<file path="src/rtl/inst_fetch_pkg.sv">
// Shared fetch-stage constants: bus widths, fetch FSM state encodings and the
// default reset PC. Imported by inst_fetch and icache_dm.
package inst_fetch_pkg;

  localparam int AddrBus = 32;
  localparam int InstBus = 32;

  localparam logic [AddrBus-1:0] RESET_PC_DEFAULT = 32'h0000_0000;

  typedef enum logic [1:0] {
    FETCH    = 2'd0,
    MEM_WAIT = 2'd1,
    OUT      = 2'd2
  } fetch_state_e;

endpackage

</file>
<file path="src/rtl/inst_fetch_icache.sv">
// Direct-mapped, one-word-per-line instruction cache (icache_dm).
// Lookup is combinational on a word address; fill writes one line per cycle.
// Only the valid bits are reset; tag and data contents are don't-care until
// their valid bit is set. Instantiated by inst_fetch under INST_FETCH_ICACHE_EN.
module icache_dm
  import inst_fetch_pkg::*;
#(
  parameter int WADDR_W = AddrBus - 2,
  parameter int DATA_W  = InstBus,
  parameter int LINES   = 64
) (
  input  logic               clk_in,
  input  logic               rst_in,
  input  logic [WADDR_W-1:0] lookup_addr,
  output logic               lookup_hit,
  output logic [DATA_W-1:0]  lookup_data,
  input  logic               fill_en,
  input  logic [WADDR_W-1:0] fill_addr,
  input  logic [DATA_W-1:0]  fill_data
);

  localparam int IDX_W = $clog2(LINES);
  localparam int TAG_W = WADDR_W - IDX_W;

  logic [LINES-1:0]  valid_q;
  logic [LINES-1:0]  valid_d;
  logic [TAG_W-1:0]  tag_q  [LINES];
  logic [DATA_W-1:0] data_q [LINES];

  logic [IDX_W-1:0]  lk_idx;
  logic [TAG_W-1:0]  lk_tag;
  logic [IDX_W-1:0]  fl_idx;
  logic [TAG_W-1:0]  fl_tag;

  assign lk_idx = lookup_addr[IDX_W-1:0];
  assign lk_tag = lookup_addr[WADDR_W-1:IDX_W];
  assign fl_idx = fill_addr[IDX_W-1:0];
  assign fl_tag = fill_addr[WADDR_W-1:IDX_W];

  assign lookup_hit  = valid_q[lk_idx] && (tag_q[lk_idx] == lk_tag);
  assign lookup_data = data_q[lk_idx];

  // Next valid vector: a fill marks its line valid.
  always_comb begin
    valid_d = valid_q;
    if (fill_en) begin
      valid_d[fl_idx] = 1'b1;
    end
  end

  // Valid bits: cleared on reset, otherwise follow fills.
  always_ff @(posedge clk_in) begin
    if (rst_in) begin
      valid_q <= '0;
    end else begin
      valid_q <= valid_d;
    end
  end

  // Tag/data storage: written on fill, never reset.
  always_ff @(posedge clk_in) begin
    if (fill_en) begin
      tag_q[fl_idx]  <= fl_tag;
      data_q[fl_idx] <= fill_data;
    end
  end

endmodule

</file>
<file path="src/rtl/inst_fetch.sv">
// Instruction fetch front end. Holds the PC, requests words from the memory
// controller, and presents one instruction + PC per handshake to the decoder.
// Static pc+4 prediction; ROB redirects via jump_flag/jump_addr.
// Optional I-cache enabled by defining INST_FETCH_ICACHE_EN.
module inst_fetch
  import inst_fetch_pkg::*;
#(
  parameter int                ADDR_W       = AddrBus,
  parameter logic [ADDR_W-1:0] RESET_PC     = ADDR_W'(RESET_PC_DEFAULT),
  parameter int                ICACHE_LINES = 64
) (
  input  logic                clk_in,
  input  logic                rst_in,
  input  logic                rdy_in,
  output logic                mem_req,
  output logic [ADDR_W-1:0]   mem_addr,
  input  logic                mem_done,
  input  logic [InstBus-1:0]  mem_data,
  output logic                out_valid,
  input  logic                out_ready,
  output logic [InstBus-1:0]  out_inst,
  output logic [ADDR_W-1:0]   out_pc,
  input  logic                jump_flag,
  input  logic [ADDR_W-1:0]   jump_addr
);

  // The cache index math relies on a power-of-two line count.
  if ((ICACHE_LINES < 2) || ((ICACHE_LINES & (ICACHE_LINES - 1)) != 0)) begin : g_bad_lines
    $error("inst_fetch: ICACHE_LINES must be a power of two >= 2");
  end

  fetch_state_e        state_q, state_d;
  logic [ADDR_W-1:0]   pc_q, pc_d;
  logic                discard_q, discard_d;
  logic                mem_req_q, mem_req_d;
  logic [ADDR_W-1:0]   mem_addr_q, mem_addr_d;
  logic                out_valid_q, out_valid_d;
  logic [InstBus-1:0]  out_inst_q, out_inst_d;
  logic [ADDR_W-1:0]   out_pc_q, out_pc_d;

  logic                cache_hit;
  logic [InstBus-1:0]  cache_data;

`ifdef INST_FETCH_ICACHE_EN
  logic fill_en;

  // Fill only with a word that is actually delivered to the decoder.
  assign fill_en = rdy_in && !jump_flag && (state_q == MEM_WAIT) &&
                   mem_done && !discard_q;

  icache_dm #(
    .WADDR_W (ADDR_W - 2),
    .DATA_W  (InstBus),
    .LINES   (ICACHE_LINES)
  ) u_icache (
    .clk_in      (clk_in),
    .rst_in      (rst_in),
    .lookup_addr (pc_q[ADDR_W-1:2]),
    .lookup_hit  (cache_hit),
    .lookup_data (cache_data),
    .fill_en     (fill_en),
    .fill_addr   (pc_q[ADDR_W-1:2]),
    .fill_data   (mem_data)
  );
`else
  assign cache_hit  = 1'b0;
  assign cache_data = '0;
`endif

  // Next-state logic; a redirect overrides every other event in the same cycle.
  always_comb begin
    state_d     = state_q;
    pc_d        = pc_q;
    discard_d   = discard_q;
    mem_req_d   = mem_req_q;
    mem_addr_d  = mem_addr_q;
    out_valid_d = out_valid_q;
    out_inst_d  = out_inst_q;
    out_pc_d    = out_pc_q;

    if (jump_flag) begin
      pc_d        = jump_addr;
      out_valid_d = 1'b0;
      if (state_q == MEM_WAIT) begin
        if (mem_done) begin
          // Transfer completes this cycle: drop the word and refetch.
          mem_req_d = 1'b0;
          discard_d = 1'b0;
          state_d   = FETCH;
        end else begin
          // Controller still owes us a word; swallow it when it arrives.
          discard_d = 1'b1;
        end
      end else begin
        state_d = FETCH;
      end
    end else begin
      unique case (state_q)
        FETCH: begin
          if (cache_hit) begin
            out_inst_d  = cache_data;
            out_pc_d    = pc_q;
            out_valid_d = 1'b1;
            state_d     = OUT;
          end else begin
            mem_req_d  = 1'b1;
            mem_addr_d = pc_q;
            state_d    = MEM_WAIT;
          end
        end
        MEM_WAIT: begin
          if (mem_done) begin
            mem_req_d = 1'b0;
            if (discard_q) begin
              discard_d = 1'b0;
              state_d   = FETCH;
            end else begin
              out_inst_d  = mem_data;
              out_pc_d    = pc_q;
              out_valid_d = 1'b1;
              state_d     = OUT;
            end
          end
        end
        OUT: begin
          if (out_valid_q && out_ready) begin
            pc_d        = pc_q + ADDR_W'(4);
            out_valid_d = 1'b0;
            state_d     = FETCH;
          end
        end
        default: begin
          state_d = FETCH;
        end
      endcase
    end
  end

  // Fetch FSM and registered outputs; rdy_in low freezes everything.
  always_ff @(posedge clk_in) begin
    if (rst_in) begin
      state_q     <= FETCH;
      pc_q        <= RESET_PC;
      discard_q   <= 1'b0;
      mem_req_q   <= 1'b0;
      mem_addr_q  <= '0;
      out_valid_q <= 1'b0;
      out_inst_q  <= '0;
      out_pc_q    <= '0;
    end else if (rdy_in) begin
      state_q     <= state_d;
      pc_q        <= pc_d;
      discard_q   <= discard_d;
      mem_req_q   <= mem_req_d;
      mem_addr_q  <= mem_addr_d;
      out_valid_q <= out_valid_d;
      out_inst_q  <= out_inst_d;
      out_pc_q    <= out_pc_d;
    end
  end

  assign mem_req   = mem_req_q;
  assign mem_addr  = mem_addr_q;
  assign out_valid = out_valid_q;
  assign out_inst  = out_inst_q;
  assign out_pc    = out_pc_q;

endmodule

</file>
<file path="config.mk">
export PLATFORM = sky130hd
export DESIGN_NAME = inst_fetch
export DESIGN_NICKNAME = d
export VERILOG_FILES = /design/src/rtl/inst_fetch_pkg.sv /design/src/rtl/inst_fetch_icache.sv /design/src/rtl/inst_fetch.sv
export SDC_FILE = /design/constraint.sdc
export NUM_CORES = 1
export LEC_CHECK = 0
export ABC_AREA = 1
export ABC_CLOCK_PERIOD_IN_PS = 1700
export BUFFER_PORTS_ARGS = -buffer_cell sky130_fd_sc_hd__buf_2
export CAP_MARGIN = 25
export CORE_ASPECT_RATIO = 0.7
export CORE_MARGIN = 2
export CORE_UTILIZATION = 40
export DETAILED_ROUTE_END_ITERATION = 10
export PLACE_DENSITY = 0.66
export SLEW_MARGIN = 30
export SYNTH_ARGS = -nofsm -noshare
export SYNTH_HDL_FRONTEND = slang
export SYNTH_SLANG_ARGS = --single-unit
export TNS_END_PERCENT = 100
</file>
<file path="constraint.sdc">
create_clock -name clk_in -period 1.7 [get_ports clk_in]
set_input_delay 0.51 -clock clk_in [delete_from_list [all_inputs] [get_ports clk_in]]
set_output_delay 0.51 -clock clk_in [all_outputs]
set_load 0.01 [all_outputs]
</file>
==> results of run 1 <==
==> kinds of logic after synthesis <==
logic type | share of synthesized area (%)
simple gates | 29.6
flops | 46.0
fa+ha+maj | 0.216
compound gates | 17.2
buf+inv | 7.01
==> critical path, cell delays in order (launching register included) <==
cell       delay, ps
dfxtp_2          340
inv_4             90
a21oi_4           70
buf_4            140
nor3_4           300
inv_2            150
clkbuf_16        190
nor2_1            90
nand2_1           70
a21oi_1          120
==> state kept, by name (all words and copies together), names as in the netlist <==
name	flops
pc_q	32
out_inst	32
state_q	2
mem_req	1
discard_q	1
out_pc	32
out_valid	1
mem_addr	32
==> metrics by stage <==
stage	hold WS (ps)	setup TNS [ps]	util [%]	cells	cell area (sq um)
after floorplan	449	0	-	840	5780
after global placement	449	-6150	51.0	1207	7150
after detailed placement	450	-10060	51.0	1207	7150
after CTS	324	0	55.0	1239	7700
after global routing	324	-0.585	56.0	1243	7840
final	338	0	56.0	1243	7840
==> where the power goes <==
| group | switching, mW | internal [mW] |
|---|---|---|
| sequential | 0.0840 | 3.25 |
| clock | 1.45 | 2.01 |
| combinational | 0.503 | 0.365 |
==> routing by layer <==
layer,routed length [microns],part of all wire (%)
met1,8670,48
met2,7610,42
met3,1650,9.1
met4,150,0.83
met5,0,0
==> synth_stat cells <==
cell type and count:
nor3_4 1, a22o_1 2, a21oi_4 1, nand3b_1 1, nor2_4 1, buf_4 4, inv_1 34, dfxtp_1 133
buf_6 8, a31oi_1 4, clkinv_2 1, nor3_1 4, o31ai_1 3, o21ai_1 9, nor2_1 102, nand2_1 285
nand4_2 1, o21ai_0 55, clkbuf_1 22, ha_1 1, inv_2 4, nand3_1 29, o211ai_1 1, and2_1 3
or2_2 1, nor2_2 3, a21oi_1 115, a21oi_2 1, buf_2 11
==> worst min path at each step <==
stage	cells past startpoint	end	slack, ps	from
after floorplan	2	out_pc[0]	450	pc_q[0]
after global placement	2	out_pc[23]	450	out_pc[23]
after detailed placement	2	out_pc[29]	450	out_pc[29]
after CTS	3	out_inst[5]	320	mem_data[5]
after global routing	3	out_inst[15]	320	mem_data[15]
final	3	out_inst[14]	340	mem_data[14]
==> what timing repair did <==
item                       CTS  global route
setup buffers                0             2
setup endpoints to repair    0            78
gates resized for setup      0            25
==> layout make-up <==
class	instances	area [sq um]	area share, %
tap	190	238	3.03
timing repair buffer	226	1440	18.3
clock buffer	17	425	5.42
multi-input combinational	623	2790	35.6
inverter	39	151	1.93
sequential	133	2670	34.0
clock inverter	15	130	1.66
==> summary.md, run 1 <==
| Metric | Value |
|---|---|
| Worst setup timing slack at the placement stage | `-160 ps` |
| Final Max Slew Viols | `0` |
| Sink count of the clock tree | `133` |
| Worst setup path class | `flop to flop` |
| Maxcap violations | `0` |
| Deepest clock path buffer count | `2` |
| Worst r2r path cells | `9` |
| Maximum number of pins on one net before global-route repair | `77` |
| Peak fanout along the critical path | `6` |
| Setup WS post-layout | `65.9 ps` |
| Ranking of synthesized cells by area | `dfxtp_1 (46%), nand2_1 (18%), a21oi_1 (10%), nor2_1 (6.6%), o21ai_0 (4.8%)` |
| Number of detailed-route iterations in the first pass | `5` |
| Most frequent standard cell in the layout excluding fill and tap cells | `nand2_1` |
| Remaining DRCs | `0` |
| Height of the chip | `105 microns` |
| Busiest layer in global routing | `met1` |
| Antenna diodes | `0` |
| Achievable Freq | `612 MHz` |
| Clock tree root buffer cell | `clkbuf_16` |
| Relative slew slack | `75.1%` |
| Reg-to-Reg End | `pc_q[30]` |
| Transition at the pin with the smallest max-transition slack | `374 ps` |
| Filler cell count in the final layout | `1408` |
| Minimum setup slack among reg-to-reg paths | `70 ps` |
| Power consumption | `7.66 mW` |
| Number of placement rows | `36` |
| Final worst path period share | `96.1%` |
| Worst reg2reg startpoint | `state_q[0]` |
| Shortest clock period the worst path allows after layout | `1630 ps` |
| Net count after synthesis | `911` |
| Overall fraction of global-route tracks in use | `22.6%` |
| Area growth, synth to finish | `35.6%` |
| Buffers on Ports | `167` |
| Worst setup path startpoint | `state_q[0]` |
| Arrival time of the worst setup path | `1980 ps` |
| Number of buffers created by CTS | `17` |
| TritonCTS clock tree | `built` |
| Highest ir drop seen on vdd | `0.567 mV` |
| Detailed-route via count | `6164` |
| DR iter-0 viols | `431` |
| Clock latency at the later pin of the worst-skew pair | `420 ps` |
| Avg Cell Area, Syn | `6.88 sq um` |
| Kind of start point of the critical path | `flop` |
| Pwr per Cell Area | `977 mW/mm^2` |
| #FFs+latches synth | `133` |
| Library cell occupying the most area in the post-synthesis netlist | `dfxtp_1` |
| Final hold violation count | `0` |
| Number of warnings printed during yosys synthesis | `0` |
| Detailed-placement wirelength estimate | `12600 microns` |
| Final setup violation count | `0` |
| Count of unique library cells instantiated by Yosys | `29` |
| Vias in the first global route | `5556` |
| Number of H-tree levels | `4` |
| Met1 demand-to-capacity share in global routing | `33.5%` |
| Antenna Nets Post-Route | `0` |
| Type of the most critical hold path | `input port to flop` |
| Status | `complete, no violations` |
| Commonest cells after routing, fill and taps aside | `nand2_1 (282), buf_2 (167), dfxtp_1 (129)` |
| Post-Route Skew | `8.05 ps` |
| Count of pins on the block boundary | `168` |
| GRT overflow | `0` |
| Synthesized instance count | `840` |
| CP required | `2040 ps` |
| Drt via density | `4.96` |
| Post-Syn Area | `0.00578 sq mm` |
| Leak pwr | `3.30 nW` |
| Proportion of netlist area held by the largest area contributor | `46.0%` |
| Number of antenna violations at the first check in global routing | `1` |
| Layout net count | `1111` |
| Global routing met2 resource utilization | `32.3%` |
| Global-route wire length before repair | `27900 microns` |
| Part of the Yosys area used for sequential elements | `46.0%` |
| Full die area | `0.0155 sq mm` |
| Starting utilization of the core area | `41.3%` |
| Element type at the critical path end | `flop` |
| Cts-stage hold buffer count | `0` |
| Final estimated routing congestion in global placement | `0.897` |
| Wire per inst | `14.5 microns` |
| Placeable core region | `0.0140 sq mm` |
| Met3 Usage GRT | `5.68%` |
| Share of cells above drive strength 1 | `27.5%` |
| Die Width | `148 microns` |
| Total Routed Length | `18100 microns` |
| Critical Path End | `pc_q[30]` |
| Clock slew at reported path FFs | `60 ps` |
Note: power is estimated with default switching activity, not from simulation.
==> inputs of run 2 (changes only) <==
--- a/config.mk
+++ b/config.mk
@@ -9,7 +9,7 @@
 export ABC_CLOCK_PERIOD_IN_PS = 1700
 export BUFFER_PORTS_ARGS = -buffer_cell sky130_fd_sc_hd__buf_2
 export CAP_MARGIN = 25
-export CORE_ASPECT_RATIO = 0.7
+export CORE_ASPECT_RATIO = 1.25
 export CORE_MARGIN = 2
 export CORE_UTILIZATION = 40
 export DETAILED_ROUTE_END_ITERATION = 10
==> summary.md, run 2 (synthesis gave the netlist of run 1 again) <==
| Metric | Value |
|---|---|
| Fraction of power consumed by combinational cells | `9.9% (was 11.3%)` |
| Accumulated negative setup slack | `0 ps (unchanged)` |
| Deepest clock path buffer count | `2 (unchanged)` |
| Maxcap violations | `0 (unchanged)` |
| Global-route wire length before repair | `27100 microns (was 27900 microns)` |
| Relative slew slack | `79.1% (was 75.1%)` |
| Arrival time of the worst setup path | `1830 ps (was 1980 ps)` |
| Cell occurring most often along the worst timing path | `nand2_1` |
| Final worst path period share | `90.9% (was 96.1%)` |
| Antenna diodes | `0 (unchanged)` |
| Share of cells above drive strength 1 | `26.0% (was 27.5%)` |
| Layout net count | `1100 (was 1111)` |
| Die Width | `112 microns (was 148 microns)` |
| Starting utilization of the core area | `40.5% (was 41.3%)` |
| Drt via density | `4.90 (was 4.96)` |
| Final hold violation count | `0 (unchanged)` |
| CP required | `1980 ps (was 2040 ps)` |
| Ordered list of cells on the worst path | `ha_1 > nand2_2 > nor2_4 > nand2_1 > nor2_2 > nand2_1 > nand2_1 > nand3_1 > nand2_1 > a21oi_1 (was inv_4 > a21oi_4 > buf_4 > nor3_4 > inv_2 > clkbuf_16 > nor2_1 > nand2_1 > a21oi_1)` |
| Peak fanout along the critical path | `4 (was 6)` |
| DR iter-0 viols | `395 (was 431)` |
| Cts-stage hold buffer count | `0 (unchanged)` |
| Leak pwr | `3.23 nW (was 3.30 nW)` |
| Final setup violation count | `0 (unchanged)` |
| Height of the chip | `138 microns (was 105 microns)` |
| Overall fraction of global-route tracks in use | `21.6% (was 22.6%)` |
| Remaining DRCs | `0 (unchanged)` |
| Sw frac | `23.8% (was 26.6%)` |
| Maximum number of pins on one net before global-route repair | `68 (was 77)` |
| Vias in the first global route | `5477 (was 5556)` |
| Kind of start point of the critical path | `flop (unchanged)` |
| Design area | `0.00775 sq mm (was 0.00784 sq mm)` |
| Placed instance count | `1187 (was 1207)` |
| Slowest library cell on the worst path | `dfxtp_1 (was dfxtp_2)` |
| Final estimated routing congestion in global placement | `0.869 (was 0.897)` |
| Worst setup path class | `flop to flop (unchanged)` |
| Clock tree root buffer cell | `clkbuf_16 (unchanged)` |
| Full die area | `0.0154 sq mm (was 0.0155 sq mm)` |
| Commonest cells after routing, fill and taps aside | `nand2_1 (283), buf_2 (167), dfxtp_1 (131) (was nand2_1 (282), buf_2 (167), dfxtp_1 (129))` |
| Slowest Stage Delay on Critical Path | `340 ps (about the same)` |
| Placed cell area | `0.00703 sq mm (was 0.00715 sq mm)` |
| Number of placement rows | `49 (was 36)` |
| Utilization after layout | `54.2% (was 56.0%)` |
| Wire per inst | `14.1 microns (was 14.5 microns)` |
| Buffers on Ports | `167 (unchanged)` |
| Detailed-route via count | `5973 (was 6164)` |
| Area growth, synth to finish | `34.0% (was 35.6%)` |
| Number of buffer and inverter instances along the worst setup path | `0 (was 4)` |
| Highest ir drop seen on vdd | `0.650 mV (was 0.567 mV)` |
| Sequential share of power | `41.1% (was 43.4%)` |
| Total internal power | `6.18 mW (was 5.62 mW)` |
| Number of buffers created by CTS | `17 (unchanged)` |
| TritonCTS clock tree | `built (unchanged)` |
| Most frequent standard cell in the layout excluding fill and tap cells | `nand2_1 (unchanged)` |
| Shortest clock period the worst path allows after layout | `1550 ps (was 1630 ps)` |
| Pwr per Cell Area | `1050 mW/mm^2 (was 977 mW/mm^2)` |
| Number of detailed-route iterations in the first pass | `5 (unchanged)` |
| Status | `complete, no violations (unchanged)` |
| Clock latency at the later pin of the worst-skew pair | `410 ps (was 420 ps)` |
| Number of antenna violations at the first check in global routing | `0 (was 1)` |
| Placeable core region | `0.0143 sq mm (was 0.0140 sq mm)` |
| Clock slew at reported path FFs | `60 ps (about the same)` |
| Count of placed standard cells in the final layout, fillers left out | `1219 (was 1243)` |
| Detailed-placement wirelength estimate | `12200 microns (was 12600 microns)` |
| Final Max Slew Viols | `0 (unchanged)` |
| Achievable Freq | `647 MHz (was 612 MHz)` |
| Total Routed Length | `17200 microns (was 18100 microns)` |
| Number of H-tree levels | `4 (unchanged)` |
| Transition at the pin with the smallest max-transition slack | `313 ps (was 374 ps)` |
| Power share of the clock group | `49.0% (was 45.2%)` |
| Sink count of the clock tree | `133 (unchanged)` |
| Post-Route Skew | `9.06 ps (was 8.05 ps)` |
| GRT overflow | `0 (unchanged)` |
| Cell class contributing the biggest share of worst-path delay | `simple AND/OR/NAND/NOR gates (was buffers and inverters)` |
| Net Sw Power | `1.94 mW (was 2.04 mW)` |
| Type of the most critical hold path | `input port to flop (unchanged)` |
| Element type at the critical path end | `flop (unchanged)` |
| Antenna Nets Post-Route | `0 (unchanged)` |
| Count of pins on the block boundary | `168 (unchanged)` |
==> run 2: changes by cell type in the layout (fill, tap and decap cells not counted), moves of 2 or more <==
cell,before,now
buf_4,47,39
bufinv_16,1,5
clkinv_2,5,1
buf_12,10,7
clkbuf_1,0,2
dfxtp_1,129,131
inv_6,3,1
==> run 2: area by class of cell <==
cell class              count  area, sq um
clock buffers              19          433
inverters                  39          149
well taps                 178          223
fillers                  1419         6540
repair buffers            215         1310
multi-input cells         623         2770
clock inverters            12          204
flip-flops and latches    133         2670
==> run 2: through the flow <==
step / setup slack, ps / hold slack [ps] / power, mW
detailed placement: -153 / 453 / 4.19
global placement: -80.8 / 449 / 4.19
CTS: 60.6 / 327 / 8.17
global route: -3.90 / 330 / 8.42
floorplan: 60.6 / 449 / 3.84
finish: 154 / 338 / 8.12
==> run 2: worst paths after layout <==
path,endpoint,depth (start not counted),slack [ps],from
setup / recovery,pc_q[20],10,150,pc_q[2]
hold / removal,out_inst[29],3,340,mem_data[29]
setup reg to reg,pc_q[20],10,150,pc_q[2]
hold reg to reg,out_pc[18],2,460,out_pc[18]
==> run 2: tightest hold or removal path: stages <==
cell and delay [ps]:
buf_2 90, nand2_1 50, a21oi_1 50
==> run 2: power by group through the flow <==
stage	Clock (mW)	Sequential (mW)	Combinational, mW
after floorplan	0	3.44	0.405
after global placement	0	3.40	0.787
after detailed placement	0	3.40	0.790
after CTS	4.04	3.34	0.794
after global routing	4.17	3.35	0.892
final	3.98	3.34	0.803
==> run 2: layer usage <==
metal | global-route usage [%] | share of wire, % | up-vias | routed length, microns
li1 | - | - | 3093 | -
met1 | 25.6 | 41 | 2716 | 7130
met2 | 39.4 | 53 | 139 | 9110
met3 | 3.73 | 3.5 | 25 | 607
met4 | 7.02 | 2.0 | 0 | 338
met5 | 0 | 0 | - | 0
==> run 2: repair_timing <==
item | in CTS | in global routing
setup buffers | 0 | 0
gates resized for setup | 0 | 17
endpoints found under the setup margin | 0 | 61
==> inputs of run 3 (changes only) <==
--- a/config.mk
+++ b/config.mk
@@ -14,6 +14,7 @@
 export CORE_UTILIZATION = 40
 export DETAILED_ROUTE_END_ITERATION = 10
 export PLACE_DENSITY = 0.66
+export REMOVE_ABC_BUFFERS = 1
 export SLEW_MARGIN = 30
 export SYNTH_ARGS = -nofsm -noshare
 export SYNTH_HDL_FRONTEND = slang
==> summary.md, run 3 (synthesis gave the netlist of run 1 again) <==
| Metric | Value |
|---|---|
| Final estimated routing congestion in global placement | `0.878 (was 0.869)` |
| Highest ir drop seen on vdd | `0.623 mV (was 0.650 mV)` |
| Final worst path period share | `92.2% (was 90.9%)` |
| Slowest library cell on the worst path | `dfxtp_1 (unchanged)` |
| Vias in the first global route | `5635 (was 5477)` |
| Placeable core region | `0.0143 sq mm (unchanged)` |
| CP required | `2030 ps (was 1980 ps)` |
| Drt via density | `4.91 (was 4.90)` |
| Number of placement rows | `49 (unchanged)` |
| Layout net count | `1099 (was 1100)` |
| Sw frac | `23.8% (about the same)` |
| Achievable Freq | `638 MHz (was 647 MHz)` |
| Worst setup path class | `flop to flop (unchanged)` |
| Area taken by flip-flops and latches | `0.00266 sq mm (was 0.00267 sq mm)` |
| Utilization after layout | `54.3% (was 54.2%)` |
| Commonest cells after routing, fill and taps aside | `nand2_1 (283), buf_2 (166), dfxtp_1 (132) (was nand2_1 (283), buf_2 (167), dfxtp_1 (131))` |
| Type of the most critical hold path | `input port to flop (unchanged)` |
| Remaining DRCs | `0 (unchanged)` |
| Global-route wire length before repair | `27500 microns (was 27100 microns)` |
| TritonCTS clock tree | `built (unchanged)` |
| Final Max Slew Viols | `0 (unchanged)` |
| Clock slew at reported path FFs | `60 ps (about the same)` |
| Height of the chip | `138 microns (unchanged)` |
| Final hold violation count | `0 (unchanged)` |
| Shortest clock period the worst path allows after layout | `1570 ps (was 1550 ps)` |
| Share of cells above drive strength 1 | `26.0% (unchanged)` |
| Buffers on Ports | `167 (unchanged)` |
| Reg-to-Reg End | `pc_q[16] (was pc_q[20])` |
| Starting utilization of the core area | `40.5% (unchanged)` |
| Most frequent standard cell in the layout excluding fill and tap cells | `nand2_1 (unchanged)` |
| Worst reg2reg startpoint | `pc_q[15] (was pc_q[2])` |
| Clock tree root buffer cell | `clkbuf_16 (unchanged)` |
| Transition at the pin with the smallest max-transition slack | `534 ps (was 313 ps)` |
| Power share of the clock group | `49.9% (was 49.0%)` |
| Sink count of the clock tree | `133 (unchanged)` |
| Element type at the critical path end | `flop (unchanged)` |
| Relative slew slack | `64.4% (was 79.1%)` |
| Worst Hold Margin | `344 ps (was 338 ps)` |
| Detailed-placement wirelength estimate | `11400 microns (was 12200 microns)` |
| Worst Hold Launch | `mem_data[18] (was mem_data[29])` |
| Count of placed standard cells in the final layout, fillers left out | `1219 (unchanged)` |
| Count of pins on the block boundary | `168 (unchanged)` |
| Worst r2r path cells | `7 (was 10)` |
| Worst setup path startpoint | `pc_q[15] (was pc_q[2])` |
| Net Sw Power | `1.96 mW (was 1.94 mW)` |
| Pwr per Cell Area | `1060 mW/mm^2 (was 1050 mW/mm^2)` |
| Wire per inst | `13.9 microns (was 14.1 microns)` |
| Antenna Nets Post-Route | `0 (unchanged)` |
| Hold EP | `out_inst[18] (was out_inst[29])` |
| Deepest clock path buffer count | `2 (unchanged)` |
| Clock latency at the later pin of the worst-skew pair | `410 ps (about the same)` |
| Hold path depth | `3 (unchanged)` |
| Maximum number of pins on one net before global-route repair | `97 (was 68)` |
| Ordered list of cells on the worst path | `nand2_1 > nor2_1 > nand2_1 > or2_2 > o21ai_0 > nand2_1 > a21oi_1 (was ha_1 > nand2_2 > nor2_4 > nand2_1 > nor2_2 > nand2_1 > nand2_1 > nand3_1 > nand2_1 > a21oi_1)` |
| Sequential share of power | `40.3% (was 41.1%)` |
| Cell occurring most often along the worst timing path | `nand2_1 (unchanged)` |
| DR iter-0 viols | `356 (was 395)` |
| Full die area | `0.0154 sq mm (unchanged)` |
| Minimum setup slack among reg-to-reg paths | `130 ps (was 150 ps)` |
| Total Routed Length | `16900 microns (was 17200 microns)` |
| Cts-stage hold buffer count | `0 (unchanged)` |
| Footprint of the multi-input gates | `0.00278 sq mm (was 0.00277 sq mm)` |
| Post-Route Skew | `8.29 ps (was 9.06 ps)` |
| Final setup violation count | `0 (unchanged)` |
| Die Width | `112 microns (unchanged)` |
| Slowest Stage Delay on Critical Path | `470 ps (was 340 ps)` |
| Overall fraction of global-route tracks in use | `21.6% (about the same)` |
| Placed instance count | `1184 (was 1187)` |
| Arrival time of the worst setup path | `1890 ps (was 1830 ps)` |
| Filler cell count in the final layout | `1435 (was 1419)` |
| Number of H-tree levels | `4 (unchanged)` |
| Detailed-route via count | `5989 (was 5973)` |
| Area growth, synth to finish | `34.2% (was 34.0%)` |
| GRT overflow | `0 (unchanged)` |
| Leak pwr | `3.24 nW (was 3.23 nW)` |
| Total internal power | `6.30 mW (was 6.18 mW)` |
| Status | `complete, no violations (unchanged)` |
| Fraction of power consumed by combinational cells | `9.8% (was 9.9%)` |
| Maxcap violations | `0 (unchanged)` |
| Kind of start point of the critical path | `flop (unchanged)` |
| Number of antenna violations at the first check in global routing | `0 (unchanged)` |
| Antenna diodes | `0 (unchanged)` |
| Number of buffers created by CTS | `17 (unchanged)` |
| Number of detailed-route iterations in the first pass | `5 (unchanged)` |
| Peak fanout along the critical path | `6 (was 4)` |
[run 3: per-layer routing]
metal / track usage (%) / vias up / wire (microns) / share of wire, %
li1: - / 3082 / - / -
met1: 27.8 / 2745 / 7470 / 44
met5: 0 / - / 0 / 0
met4: 7.02 / 0 / 314 / 1.9
met3: 4.30 / 25 / 673 / 4.0
met2: 36.6 / 137 / 8470 / 50
[run 3: worst max path at each step]
stage | end | slack (ps) | cells after the start
after floorplan | out_inst[0] | -1220 | 6
after global placement | pc_q[19] | -170 | 8
after detailed placement | out_inst[25] | -170 | 9
after CTS | out_inst[25] | 6 | 9
after global routing | pc_q[18] | -10 | 8
final | pc_q[16] | 130 | 7
[run 3: through the flow]
stage,setup slack [ps],cell area [sq um],setup TNS (ps),total power [mW]
after global placement,-168,6990,-10470,4.18
after floorplan,-1220,5530,-97700,3.75
after CTS,5.97,7650,0,8.31
after detailed placement,-170,6990,-12560,4.19
after global routing,-10.2,7760,-24.4,8.56
final,133,7760,0,8.26
[run 3: worst max-delay path, delay by kind of cell, from the launching register on]
family | cells | cell delay, ps
AO/OA/AOI/OAI | 2 | 280
flip-flops | 1 | 470
AND/OR/NAND/NOR | 5 | 740
[run 3: repair_timing]
item / in CTS / in global routing
hold endpoints to repair: 0 / 0
buffers inserted: 0 / 2
setup endpoints to repair: 0 / 75
gates resized for setup: 0 / 21
[run 3: cell type report]
class                           count  area share [%]
Clock buffer                       20            6.01
Multi-Input combinational cell    623            35.8
Inverter                           39            1.98
Tap cell                          178            2.87
Timing Repair Buffer              214            16.5
Sequential cell                   133            34.3
Clock inverter                     12            2.58
[run 3: power by group through the flow]
stage / Combinational (mW) / Sequential (mW) / Clock [mW]
global placement: 0.792 / 3.39 / 0
global route: 0.904 / 3.34 / 4.32
CTS: 0.798 / 3.33 / 4.19
finish: 0.810 / 3.33 / 4.12
floorplan: 0.315 / 3.44 / 0
detailed placement: 0.792 / 3.39 / 0
